File: src/rtl/seg_display_driver_pkg.sv
// Shared constants for the seven-segment display path: segment codes,
// counter widths and the default PWM prescale.
package seg_display_driver_pkg;

  localparam int unsigned PRESCALE_DEFAULT = 16;
  localparam int unsigned PRE_W            = 16;
  localparam int unsigned PWM_W            = 8;
  localparam int unsigned IDX_W            = 2;
  localparam int unsigned NIB_W            = 4;
  localparam int unsigned SEG_W            = 7;
  localparam int unsigned NUM_DIGITS       = 4;

  // Active-low cathode codes, bit order g..a
  localparam logic [SEG_W-1:0] SEG_0     = 7'h40;
  localparam logic [SEG_W-1:0] SEG_1     = 7'h79;
  localparam logic [SEG_W-1:0] SEG_2     = 7'h24;
  localparam logic [SEG_W-1:0] SEG_3     = 7'h30;
  localparam logic [SEG_W-1:0] SEG_4     = 7'h19;
  localparam logic [SEG_W-1:0] SEG_5     = 7'h12;
  localparam logic [SEG_W-1:0] SEG_6     = 7'h02;
  localparam logic [SEG_W-1:0] SEG_7     = 7'h78;
  localparam logic [SEG_W-1:0] SEG_8     = 7'h00;
  localparam logic [SEG_W-1:0] SEG_9     = 7'h10;
  localparam logic [SEG_W-1:0] SEG_BLANK = 7'h7F;

  localparam logic [SEG_W:0]        CATHODES_OFF = 8'hFF;
  localparam logic [NUM_DIGITS-1:0] ANODES_OFF   = 4'hF;

  // Active-low one-hot anode enable for a digit index
  function automatic logic [NUM_DIGITS-1:0] anode_enable(input logic [IDX_W-1:0] idx);
    return ~NUM_DIGITS'(4'b0001 << idx);
  endfunction

endpackage

File: src/rtl/seg_display_driver_seg7_decode.sv
// Combinational BCD nibble to active-low seven-segment decode; non-BCD codes blank.
module seg7_decode
  import seg_display_driver_pkg::*;
(
  input  logic [NIB_W-1:0] nibble,
  output logic [SEG_W-1:0] segments_c
);

  always_comb begin
    segments_c = SEG_BLANK;
    case (nibble)
      4'd0:    segments_c = SEG_0;
      4'd1:    segments_c = SEG_1;
      4'd2:    segments_c = SEG_2;
      4'd3:    segments_c = SEG_3;
      4'd4:    segments_c = SEG_4;
      4'd5:    segments_c = SEG_5;
      4'd6:    segments_c = SEG_6;
      4'd7:    segments_c = SEG_7;
      4'd8:    segments_c = SEG_8;
      4'd9:    segments_c = SEG_9;
      default: segments_c = SEG_BLANK;
    endcase
  end

endmodule

File: src/rtl/seg_display_driver.sv
// Four-digit multiplexed seven-segment driver with per-slot PWM brightness
// and input latching at each digit slot start.
module seg_display_driver
  import seg_display_driver_pkg::*;
#(
  parameter int unsigned PRESCALE = PRESCALE_DEFAULT
) (
  input  logic                   Clk_100M,
  input  logic                   Reset_Button,
  input  logic [15:0]            Digits,
  input  logic                   Colon,
  input  logic [PWM_W-1:0]       Brightness,
  output logic [NUM_DIGITS-1:0]  SegmentDrivers,
  output logic [SEG_W:0]         SevenSegment
);

  localparam logic [PRE_W-1:0] PRE_MAX = PRE_W'(PRESCALE - 1);
  localparam logic [PWM_W-1:0] PWM_MAX = '1;
  localparam logic [IDX_W-1:0] DP_IDX  = 2'd2;

  logic [PRE_W-1:0] pre;
  logic [PWM_W-1:0] pwm;
  logic [IDX_W-1:0] idx;

  logic [15:0]      digits_q;
  logic             colon_q;
  logic [PWM_W-1:0] bright_q;

  logic             pre_wrap_c;
  logic             slot_start_c;
  logic [15:0]      digits_c;
  logic             colon_c;
  logic [PWM_W-1:0] bright_c;
  logic [NIB_W-1:0] nibble_c;
  logic [SEG_W-1:0] segments_c;
  logic             anode_on_c;

  assign pre_wrap_c   = (pre == PRE_MAX);
  assign slot_start_c = (pre == '0) && (pwm == '0);

  // The slot-start cycle displays the freshly sampled inputs, later cycles the latched copy
  assign digits_c   = slot_start_c ? Digits     : digits_q;
  assign colon_c    = slot_start_c ? Colon      : colon_q;
  assign bright_c   = slot_start_c ? Brightness : bright_q;
  assign nibble_c   = digits_c[{idx, 2'b00} +: NIB_W];
  assign anode_on_c = (pwm < bright_c);

  seg7_decode u_decode (
    .nibble     (nibble_c),
    .segments_c (segments_c)
  );

  // Prescale, PWM step and digit index counters
  always_ff @(posedge Clk_100M) begin
    if (Reset_Button) begin
      pre <= '0;
      pwm <= '0;
      idx <= '0;
    end else begin
      pre <= pre_wrap_c ? '0 : PRE_W'(pre + 1'b1);
      if (pre_wrap_c) begin
        pwm <= PWM_W'(pwm + 1'b1);
        if (pwm == PWM_MAX) begin
          idx <= IDX_W'(idx + 1'b1);
        end
      end
    end
  end

  // Slot-start input latches
  always_ff @(posedge Clk_100M) begin
    if (Reset_Button) begin
      digits_q <= '0;
      colon_q  <= 1'b0;
      bright_q <= '0;
    end else if (slot_start_c) begin
      digits_q <= Digits;
      colon_q  <= Colon;
      bright_q <= Brightness;
    end
  end

  // Registered outputs; cathodes are forced off with the anode to avoid ghosting
  always_ff @(posedge Clk_100M) begin
    if (Reset_Button) begin
      SegmentDrivers <= ANODES_OFF;
      SevenSegment   <= CATHODES_OFF;
    end else if (anode_on_c) begin
      SegmentDrivers <= anode_enable(idx);
      SevenSegment   <= {~((idx == DP_IDX) && colon_c), segments_c};
    end else begin
      SegmentDrivers <= ANODES_OFF;
      SevenSegment   <= CATHODES_OFF;
    end
  end

endmodule

File: config.mk
export PLATFORM = sky130hd
export DESIGN_NAME = seg_display_driver
export DESIGN_NICKNAME = d
export VERILOG_FILES = /design/src/rtl/seg_display_driver_pkg.sv /design/src/rtl/seg_display_driver_seg7_decode.sv /design/src/rtl/seg_display_driver.sv
export SDC_FILE = /design/constraint.sdc
export NUM_CORES = 1
export LEC_CHECK = 0
export CAP_MARGIN = 20
export CORE_MARGIN = 3
export CORE_UTILIZATION = 40
export DETAILED_ROUTE_END_ITERATION = 10
export PLACE_DENSITY = 0.72
export SLEW_MARGIN = 20
export SYNTH_ARGS = -nofsm -noshare
export SYNTH_HDL_FRONTEND = slang
export SYNTH_SLANG_ARGS = --single-unit
export TNS_END_PERCENT = 10
File: constraint.sdc
create_clock -name Clk_100M -period 3.94 [get_ports Clk_100M]
set_input_delay 0.788 -clock Clk_100M [delete_from_list [all_inputs] [get_ports Clk_100M]]
set_output_delay 0.788 -clock Clk_100M [all_outputs]
set_load 0.03 [all_outputs]
==> qor.yml <==
max_stage_delay_ns: 0.35
wire_per_inst_um: 12.6
routabilityCongestion: 0.790
cp-start-kind: "flop"
syn-cell-area_um2: 2990
syn_to_final_growth_pct: 22.0
synthDistinctLibCells: 44
grt_overflow: 0
ios: 39
worstPathRequired_ns: 4.14
intPower_mw: 1.16
drc: 0
fin_skew_ns: 0.00870
yosysWarnings: 0
drtIter0Drc: 130
cts_buffer_depth: 2
track_usage_pct: 14.4
clock_latency_ns: 0.33
grt_pass1_vias: 2133
crit_top_cell: "a21o_1"
synth_cells: 299
min_period_ns: 3.36
finalPower_mw: 1.59
port-buffer-count: 38
place_ws_ns: 0.595
swShare_pct: 27.3
synth.avg_cell_area_um2: 9.98
grt_pass1_wl_um: 9800
post-route-worst-setup-slack_ns: 0.580
numCtsBuffers: 9
postCtsHoldBufs: 0
clock_sink_count: 63
irDropWorstVdd_v: 0.000177
chipHeight_um: 92.4
start_util_pct: 42.5
cts_setup_buffers: 0
synth_nets: 346
max_freq_mhz: 298
rows: 30
layout_common_cells: "dfxtp_1, nor2_1, clkdlybuf4s50_1"
combPwrFrac_pct: 21.2
antenna_found_initial: 0
maxSlewViolCount: 0
clk_pin_slew_ns: 0.06
p_per_area_nw_per_um2: 436
firstDrtPassIters: 4
fin_nets: 386
crit_slowest_cell: "dfxtp_1"
timing.setup.tns_ns: 0
dp.final_hpwl_um: 4020
power_leakage_nw: 1.50
hold_violations: 0
maxSlewHeadroom_pct: 58.6
wirelength_um: 5530
cap_violations: 0
h-tree-depth: 3
cts_resized: 0
final_antenna_net_count: 0
ys_ff_latch: 63
ys_seq_area_share_pct: 42.2
drive_gt1_share_pct: 10.5
crit_arrival_ns: 3.56
dieArea_um2: 8540
setup_violations: 0
core_um2: 7020
num_vias: 2187
rsz0062_at_grt: "false"
die_w_um: 92.4
worstPathMaxFanout: 14
min-delay-path-class: "reg -> reg"
grt_max_degree: 38
cts_tree: "yes"
power_switching_mw: 0.434
endpoint_kind: "flop"
cts_root_buf: "clkbuf_8"
final_common_cell: "dfxtp_1"
path_cells: "nor4_1, nand3_2, nor2_4, mux2i_1, ha_1, a21o_1, a21o_1, a21oi_1, o2111ai_1, nand2_1, nor4b_1, a311oi_1"
post-route-period-util_pct: 85.3
crit_type: "reg -> reg"
p_seq_share_pct: 44.5
clkPwrFrac_pct: 34.3
r2r_slack_ns: 0.58
antennaDiodeCount: 0
outcome: "finished, final reports clean"
worstMarginPinSlew_ns: 0.621
vias_per_cell: 4.97
-- state kept, by name, summed over array words and instances, names as in the netlist --
register        cells
SegmentDrivers      4
SevenSegment        8
bright_q            8
colon_q             1
digits_q           16
idx                 2
pre                16
pwm                 8
-- metal layers --
layer	GRT usage, %	up-vias	wire (um)
met3	4.31	10	277
li1	-	1120	-
met5	0	-	0
met2	21.8	44	2480
met1	19.0	1013	2670
met4	5.94	0	97
-- cell type report --
class                           instances  area (um2)
Timing Repair Buffer                   40         395
Sequential cell                        63        1260
Clock inverter                          4        45.0
Multi-Input combinational cell        213        1630
Fill cell                             649        3380
Tap cell                               96         120
Clock buffer                           12         145
Inverter                               12        45.0
-- path summary, 6_finish.rpt --
path | start | cells past startpoint | end
max reg2reg | pre[13] | 12 | SevenSegment[4]
min | pre[0] | 1 | pre[0]
min reg2reg | pre[0] | 1 | pre[0]
max | pre[13] | 12 | SevenSegment[4]
-- synthesized netlist by cell type, drive strengths merged --
cell type | n | area share (%)
mux4 | 8 | 6.0
clkbuf | 8 | 1.0
a311oi | 1 | 0.29
o21a | 3 | 0.75
nor3 | 3 | 0.50
nor2b | 2 | 0.42
nand4 | 8 | 1.7
or3 | 2 | 0.42
o311ai | 2 | 0.59
mux2 | 3 | 1.3
nand2 | 16 | 2.0
inv | 12 | 1.5
a211oi | 1 | 0.25
and3 | 3 | 0.63
and4b | 1 | 0.34
ha | 20 | 8.4
nand3 | 6 | 1.2
a21o | 2 | 0.50
or2 | 2 | 0.42
buf | 3 | 0.59
o2111ai | 2 | 0.59
dfxtp | 63 | 42
o211ai | 2 | 0.50
nand3b | 1 | 0.25
nor4b | 2 | 0.59
o21ai | 4 | 0.80
a21oi | 4 | 0.67
nor2 | 57 | 7.5
xnor2 | 7 | 2.1
a31oi | 1 | 0.21
mux2i | 29 | 9.8
and2 | 2 | 0.42
nor4 | 5 | 1.5
xor2 | 14 | 4.1
-- worst max-delay path, delay by kind of cell, from the launching register on --
family / cells / cell delay [ns]
adders and majority gates: 1 / 0.28
and+or+nand+nor: 5 / 1.54
muxes: 1 / 0.29
DFF: 1 / 0.35
AOI/OAI and AO/OA: 5 / 0.76
-- power groups by stage --
stage | sequential, mW | clock, mW | combinational, mW
floorplan | 0.769 | 0 | 0.181
global placement | 0.720 | 0 | 0.331
detailed placement | 0.722 | 0 | 0.337
CTS | 0.707 | 0.557 | 0.339
global route | 0.713 | 0.596 | 0.368
finish | 0.707 | 0.546 | 0.337
-- through the flow --
step | instances | cell area [um2] | utilization [%] | hold slack [ns]
floorplan | 299 | 2990 | - | 0.430
finish | 440 | 3640 | 51.9 | 0.462
CTS | 440 | 3640 | 51.9 | 0.468
detailed placement | 424 | 3450 | 49.2 | 0.452
global placement | 424 | 3450 | 49.2 | 0.449
global route | 440 | 3640 | 51.9 | 0.499
-- cell families after synthesis --
logic type               share of synthesized area [%]
AND/OR/NAND/NOR                                   17.8
adder cells (fa/ha/maj)                           8.38
flip-flops                                        42.2
buffers and inverters                             3.10
multiplexers                                      17.1
AO/OA/AOI/OAI                                     5.16
XOR/XNOR                                          6.16
No activity file was read; power rests on OpenSTA's default activity.
